==> src/rtl/i2s_rx_deser.sv <==
// I2S / DSP serial receive deserialiser: frame-start detection, word assembly
// of 1..32 bits for up to 8 slots, and a small registered output FIFO.
module i2s_rx_deser #(
  parameter int FIFO_DEPTH = 2
) (
  input  logic        sck_i,
  input  logic        rstn_i,
  input  logic        cfg_en_i,
  input  logic        cfg_dsp_en_i,
  input  logic        cfg_dsp_mode_i,
  input  logic [4:0]  cfg_word_size_i,
  input  logic [2:0]  cfg_word_num_i,
  input  logic        cfg_lsb_first_i,
  input  logic        ws_i,
  input  logic        sd_i,
  output logic [31:0] data_o,
  output logic [2:0]  data_word_o,
  output logic        data_valid_o,
  input  logic        data_ready_i,
  output logic        overflow_o,
  output logic        sync_err_o,
  output logic        busy_o
);

  localparam int DATA_W = 32;
  localparam int PTR_W  = $clog2(FIFO_DEPTH);
  localparam int CNT_W  = PTR_W + 1;

  typedef enum logic [2:0] {IDLE, WAIT_FS, ARM, SHIFT, DONE} state_t;

  state_t state, state_nxt;

  logic       ws_q;
  logic [4:0] bitcnt, bitcnt_nxt;
  logic [2:0] wordcnt, wordcnt_nxt;

  logic       dsp_en_q, dsp_mode_q, lsb_first_q;
  logic [4:0] word_size_q;
  logic [2:0] word_num_q;

  logic       fs, start, sample, word_done, sync_set, cfg_load;
  logic [4:0] bit_idx;
  logic [2:0] word_idx;

  logic [DATA_W-1:0] shreg_p0;
  logic [2:0]        widx_p0;
  logic              vld_p0;

  logic [DATA_W+2:0] mem_p1 [FIFO_DEPTH];
  logic [PTR_W-1:0]  wr_ptr, rd_ptr;
  logic [CNT_W-1:0]  count;
  logic              push, pop, full, wr_en, ovf_set;
  logic              overflow_q, sync_err_q;

  // Word assembly: the first bit of a word starts from a cleared register so
  // unused MSBs stay zero in both bit orders.
  function automatic logic [DATA_W-1:0] assemble(input logic [DATA_W-1:0] cur,
                                                 input logic              sd,
                                                 input logic [4:0]        idx,
                                                 input logic              lsb_first);
    logic [DATA_W-1:0] base;
    base = (idx == 5'd0) ? '0 : cur;
    if (lsb_first) base[idx] = sd;
    else           base = {base[DATA_W-2:0], sd};
    return base;
  endfunction

  assign fs = dsp_en_q ? (!ws_q && ws_i) : (ws_q && !ws_i);

  always_comb begin
    state_nxt   = state;
    bitcnt_nxt  = bitcnt;
    wordcnt_nxt = wordcnt;
    start       = 1'b0;
    sample      = 1'b0;
    word_done   = 1'b0;
    sync_set    = 1'b0;
    cfg_load    = 1'b0;
    bit_idx     = bitcnt;
    word_idx    = wordcnt;
    if (!cfg_en_i) begin
      state_nxt   = IDLE;
      bitcnt_nxt  = '0;
      wordcnt_nxt = '0;
    end else begin
      case (state)
        IDLE: begin
          state_nxt = WAIT_FS;
          cfg_load  = 1'b1;
        end
        WAIT_FS, DONE: start = fs;
        ARM, SHIFT: begin
          if (fs) begin
            start    = 1'b1;
            sync_set = 1'b1;
          end else begin
            sample = 1'b1;
          end
        end
        default: state_nxt = IDLE;
      endcase
      // A frame start (normal or mid-frame) restarts at word 0, bit 0.
      if (start) begin
        bit_idx     = '0;
        word_idx    = '0;
        bitcnt_nxt  = '0;
        wordcnt_nxt = '0;
        if (dsp_en_q && dsp_mode_q) sample = 1'b1;
        else                        state_nxt = ARM;
      end
      if (sample) begin
        state_nxt = SHIFT;
        if (bit_idx == word_size_q) begin
          word_done  = 1'b1;
          bitcnt_nxt = '0;
          if (word_idx == word_num_q) begin
            state_nxt   = DONE;
            wordcnt_nxt = '0;
          end else begin
            wordcnt_nxt = word_idx + 3'd1;
          end
        end else begin
          bitcnt_nxt = bit_idx + 5'd1;
        end
      end
    end
  end

  always_ff @(posedge sck_i or negedge rstn_i) begin
    if (!rstn_i) begin
      state       <= IDLE;
      ws_q        <= 1'b0;
      bitcnt      <= '0;
      wordcnt     <= '0;
      dsp_en_q    <= 1'b0;
      dsp_mode_q  <= 1'b0;
      lsb_first_q <= 1'b0;
      word_size_q <= '0;
      word_num_q  <= '0;
      vld_p0      <= 1'b0;
    end else begin
      state   <= state_nxt;
      ws_q    <= ws_i;
      bitcnt  <= bitcnt_nxt;
      wordcnt <= wordcnt_nxt;
      vld_p0  <= word_done;
      if (cfg_load) begin
        dsp_en_q    <= cfg_dsp_en_i;
        dsp_mode_q  <= cfg_dsp_mode_i;
        lsb_first_q <= cfg_lsb_first_i;
        word_size_q <= cfg_word_size_i;
        word_num_q  <= cfg_word_num_i;
      end
    end
  end

  // Stage p0: shift register and slot index of the word being assembled
  always_ff @(posedge sck_i) begin
    if (sample)    shreg_p0 <= assemble(shreg_p0, sd_i, bit_idx, lsb_first_q);
    if (word_done) widx_p0  <= word_idx;
  end

  // Stage p1: output FIFO, written one edge after the last bit of a word
  assign push    = vld_p0 && cfg_en_i;
  assign pop     = data_ready_i && (count != '0);
  assign full    = (count == CNT_W'(FIFO_DEPTH));
  assign wr_en   = push && (!full || pop);
  assign ovf_set = push && full && !pop;

  always_ff @(posedge sck_i or negedge rstn_i) begin
    if (!rstn_i) begin
      wr_ptr     <= '0;
      rd_ptr     <= '0;
      count      <= '0;
      overflow_q <= 1'b0;
      sync_err_q <= 1'b0;
    end else if (!cfg_en_i) begin
      wr_ptr     <= '0;
      rd_ptr     <= '0;
      count      <= '0;
      overflow_q <= 1'b0;
      sync_err_q <= 1'b0;
    end else begin
      if (wr_en) wr_ptr <= wr_ptr + PTR_W'(1);
      if (pop)   rd_ptr <= rd_ptr + PTR_W'(1);
      count      <= count + CNT_W'(wr_en) - CNT_W'(pop);
      overflow_q <= overflow_q | ovf_set;
      sync_err_q <= sync_err_q | sync_set;
    end
  end

  always_ff @(posedge sck_i) begin
    if (wr_en) mem_p1[wr_ptr] <= {widx_p0, shreg_p0};
  end

  assign data_valid_o = (count != '0);
  assign data_o       = data_valid_o ? mem_p1[rd_ptr][DATA_W-1:0] : '0;
  assign data_word_o  = data_valid_o ? mem_p1[rd_ptr][DATA_W+2:DATA_W] : '0;
  assign overflow_o   = overflow_q;
  assign sync_err_o   = sync_err_q;
  assign busy_o       = (state != IDLE);

endmodule
==> config.mk <==
export PLATFORM = sky130hd
export DESIGN_NAME = i2s_rx_deser
export DESIGN_NICKNAME = d
export VERILOG_FILES = /design/src/rtl/i2s_rx_deser.sv
export SDC_FILE = /design/constraint.sdc
export NUM_CORES = 1
export LEC_CHECK = 0
export BUFFER_PORTS_ARGS = -buffer_cell sky130_fd_sc_hd__buf_2
export CAP_MARGIN = 20
export CORE_MARGIN = 8
export CORE_UTILIZATION = 55
export CTS_BUF_LIST = sky130_fd_sc_hd__clkbuf_4 sky130_fd_sc_hd__clkbuf_8
export DETAILED_ROUTE_END_ITERATION = 7
export GPL_ROUTABILITY_DRIVEN = 1
export PLACE_DENSITY_LB_ADDON = 0.1
export SYNTH_ARGS = -nofsm -noshare
export SYNTH_HDL_FRONTEND = slang
export SYNTH_SLANG_ARGS = --single-unit
==> constraint.sdc <==
create_clock -name sck_i -period 7.4 [get_ports sck_i]
set_input_delay 1.11 -clock sck_i [delete_from_list [all_inputs] [get_ports sck_i]]
set_output_delay 1.11 -clock sck_i [all_outputs]
set_load 0.005 [all_outputs]
==> out/results.txt <==
Number of gates given a new drive strength after cts: 0. The final count of hold timing violations is 0, and the leakage power of the design is 2.58 nW. Using the TritonRoute via totals, the vias-per-cell ratio works out to 6.05.

The logs give 0.0135 ns for the setup skew after layout and 6420 um^2 for the netlist area before placement. Before antenna repair, the detailed router went through 5 iterations. Setup repair after global routing left no endpoint under its margin. The run gives 0 as the leftover overflow at the end of global routing.

The buffer and inverter count on the worst path was 1. The initial antenna violation count is 0. The critical-path maximum fanout works out to 36. 56 I/O pins were placed. Number of enable-type register cells in the synthesized netlist: 105. The number of setup buffers added after CTS is 0.

After clock tree synthesis, the clock-pin slew on the worst setup and hold paths is 0.07 ns. Walking the worst path, the cells encountered are mux2i_1, nor2_1, buf_2. The commonest non-fill, non-tap cell in the layout is sky130_fd_sc_hd__edfxtp_1. Category of the most critical setup path: reg2out.

The worst pin sits at a relative slew slack of 28.6%. The tools report the source-to-sink clock delay at the later pin of the worst-skew pair as 0.44 ns. The Yosys step of the flow raised 0 warnings. The fraction of registers with async set/reset came out at 22.2%. Initial DRC count: 448. TritonCTS built the clock tree.

The tools report the worst IR drop on VDD as 102 uV. The total count of max-transition violations in the final report came out at 0. Based on the critical path, the design can be clocked at up to 320 MHz.

The worst register-to-register path has a setup slack of 4.66 ns. In the finished design, the share of the clock period the worst path needs comes to 42.3%. The stage delay of the slowest cell on the critical path was 1.06 ns; the total global-route track usage was 19.5%. The final antenna-violating net count is 0, and the number of fill cells is 928. For this run, design rule violations remaining after detail routing come to 0. The standard cell with the maximum stage delay on the critical path was sky130_fd_sc_hd__dfrtp_2.

The core region is 11400 um^2. The logs give 2.02 ns for the arrival time of data at the critical path endpoint and 558 for the post-synth net total. The number of buffer cells added on primary ports was 55. The via count of the first global-routing pass came out at 4444. The first global-routing pass estimated 23200 um of wire.

The smallest clock period supported by the final layout is computed as 3.13 ns. In the synthesized netlist the dominant register cell turns out to be sky130_fd_sc_hd__edfxtp_1. Buffers inserted to repair hold after CTS numbered 0. Routability-driven placement finished with a final weighted congestion of 0.915. The worst hold path belongs to the class reg2reg. Number of levels the H-tree was split into: 4. Of the post-synthesis cell area, the dominant cell type holds 49.1%. The die covers 15400 um^2. Once routing completed, OpenROAD measured the worst setup slack at 4.27 ns. Entering global routing, the biggest net connects 37 pins.

The clock root buffer is sky130_fd_sc_hd__clkbuf_8. Hold timing on the final database bottoms out at a slack of 0.468 ns. The tools report the placement row count as 39.

The worst setup path is launched from a flop. From bottom edge to top edge, the die measures 124 um. The flow ran to the end, and the final reports show no timing, DRC or antenna violations.

The share of cells above drive strength 1 works out to 20.2%. The tree built by TritonCTS fans out to 135 sinks. Adding up every negative setup slack in the final design gives 0 ns. TritonCTS created 17 clock buffers. Sequential elements use 60.8% of the synthesized area. The run gives 710 as the number of cells after detailed placement.

In the layout the commonest cells are sky130_fd_sc_hd__edfxtp_1, sky130_fd_sc_hd__nand2_1, sky130_fd_sc_hd__buf_2. The power density relative to cell area came out at 232 nW/um^2. The post-synthesis register bit count is 135. Grouping stages by cell kind, the critical path spends the most delay in flip-flops.

Summing over every cut layer, the via total after detailed routing is 4498. Summed over all nets, the half-perimeter wirelength after detailed placement is 9490 um. Across the run, the number of max-cap violations was 0. Of all cell types, the one taking the most synthesized area is sky130_fd_sc_hd__edfxtp_1.

The run gives 0 as the setup-violating endpoint count in the final report. Signed area change from the synthesized netlist to the final layout: 11.4%. For this configuration, the core starts out at a cell density of 56.3%. The run gives 14100 um as the final wirelength. By area the synthesized netlist is led by sky130_fd_sc_hd__edfxtp_1, sky130_fd_sc_hd__dfrtp_1, sky130_fd_sc_hd__mux2i_1. The routed length per instance came out at 19.0 um. Synthesis instantiated 60 different standard cells from the library. The die width is 124 um. STA classifies the critical path endpoint as a primary output. Summing all placed instances gives a cell area of 6800 um^2. At the pin with the least slew margin, the transition time is 1.07 ns.

The final-stage net count was 607; the placement-stage worst setup slack was 3.86 ns. The longest clock path from root to sink contains 2 buffers. The mean cell area of the mapped netlist is 11.9 um^2, and the data required time of the worst path is 6.29 ns. The diode insertion count for antenna repair was 0; the final design instance area without fill was 7150 um^2. Counting every instance in the synthesized netlist gives 538.

The tools report the number of non-filler instances in the completed layout as 743.
-- area by class of cell --
class / count / area [um^2] / area share [%]
inverter: 13 / 48.8 / 0.682
tap: 143 / 179 / 2.50
clock buffer: 18 / 241 / 3.38
clock inverter: 14 / 104 / 1.45
sequential: 135 / 3910 / 54.6
timing repair buffer: 63 / 333 / 4.65
multi-input combinational: 357 / 2340 / 32.7
-- flip-flops by register name (all words and copies together), names as in the netlist, 2 cells and up --
signal	cells
bitcnt	5
count	2
mem_p1	70
shreg_p0	32
state	3
widx_p0	3
word_num_q	3
word_size_q	5
wordcnt	3
-- final timing paths --
kind                                      startpoint                        end  cells past startpoint
worst max-delay path              rd_ptr$_DFFE_PN0P_                  data_o[7]                      3
worst min-delay path            widx_p0[1]$_DFFE_PP_    mem_p1[1][33]$_DFFE_PP_                      0
worst max register to register  dsp_en_q$_DFFE_PN0P_     shreg_p0[14]$_DFFE_PP_                      5
worst min register to register  widx_p0[1]$_DFFE_PP_    mem_p1[1][33]$_DFFE_PP_                      0
max in group asynchronous                     rstn_i         rd_ptr$_DFFE_PN0P_                      1
min in group asynchronous                     rstn_i  word_num_q[0]$_DFFE_PN0P_                      1
-- worst reg2reg max path, stage by stage, from the launching register on --
cell and delay, ns:
sky130_fd_sc_hd__dfrtp_1 0.45, sky130_fd_sc_hd__or3b_1 0.44, sky130_fd_sc_hd__a2111oi_4 0.79, sky130_fd_sc_hd__nor3_1 0.31, sky130_fd_sc_hd__a22o_1 0.28, sky130_fd_sc_hd__a32o_1 0.24
-- layer usage --
metal  global-route usage [%]  share of wire [%]  vias up
met3                     5.35                6.8       18
met4                     6.77                1.7        0
li1                         -                  -     2111
met5                        0                  0        -
met1                     25.8                 45     2208
met2                     30.4                 47      161
-- power breakdown --
group	total, W	switching, W	internal, W	leakage, nW
Combinational	0.000230	0.000130	0.000100	1.08
Sequential	0.000897	0.0000508	0.000846	1.34
Clock	0.000532	0.000296	0.000236	0.162
Total	0.00166	0.000477	0.00118	2.58
-- synthesized netlist by cell type, types with 2 or more instances --
cell type,n
sky130_fd_sc_hd__or4_1,2
sky130_fd_sc_hd__a32o_1,12
sky130_fd_sc_hd__a31oi_1,3
sky130_fd_sc_hd__o21a_1,2
sky130_fd_sc_hd__nand2b_1,4
sky130_fd_sc_hd__nor2b_1,5
sky130_fd_sc_hd__a221o_1,3
sky130_fd_sc_hd__ha_1,3
sky130_fd_sc_hd__o32ai_1,2
sky130_fd_sc_hd__xor2_1,3
sky130_fd_sc_hd__nand2_1,60
sky130_fd_sc_hd__or3b_1,2
sky130_fd_sc_hd__nor3_1,12
sky130_fd_sc_hd__o21ai_0,30
sky130_fd_sc_hd__o211ai_1,7
sky130_fd_sc_hd__a22o_1,10
sky130_fd_sc_hd__mux2_2,13
sky130_fd_sc_hd__o31ai_1,2
sky130_fd_sc_hd__nor4_1,2
sky130_fd_sc_hd__dfrtp_1,30
sky130_fd_sc_hd__a21oi_1,11
sky130_fd_sc_hd__buf_1,3
sky130_fd_sc_hd__and2_1,9
sky130_fd_sc_hd__clkbuf_1,20
sky130_fd_sc_hd__nand3b_1,2
sky130_fd_sc_hd__inv_1,12
sky130_fd_sc_hd__o22ai_1,5
sky130_fd_sc_hd__nand3_1,13
sky130_fd_sc_hd__a22oi_1,4
sky130_fd_sc_hd__o21ai_1,3
sky130_fd_sc_hd__edfxtp_1,105
sky130_fd_sc_hd__xnor2_1,8
sky130_fd_sc_hd__and4b_1,3
sky130_fd_sc_hd__mux2i_1,39
sky130_fd_sc_hd__buf_2,9
sky130_fd_sc_hd__nor2_1,56
sky130_fd_sc_hd__and3_1,6
-- cell families after synthesis --
family / after synthesis / share of synthesized area (%)
and+or+nand+nor: 183 / 13.6
DFF: 135 / 60.8
AOI/OAI and AO/OA: 108 / 12.3
muxes: 52 / 8.36
buffers and inverters: 46 / 2.92
xor gates and xnor gates: 11 / 1.50
adders and majority gates: 3 / 0.584
-- stage by stage --
stage | total power (W) | util [%]
2_1_floorplan | 0.00106 | -
3_3_place_gp | 0.00114 | 59.6
3_5_place_dp | 0.00115 | 59.6
4_1_cts | 0.00167 | 62.6
5_1_grt | 0.00174 | 62.6
6_report | 0.00166 | 62.6
No activity file was read; power rests on OpenSTA's default activity.
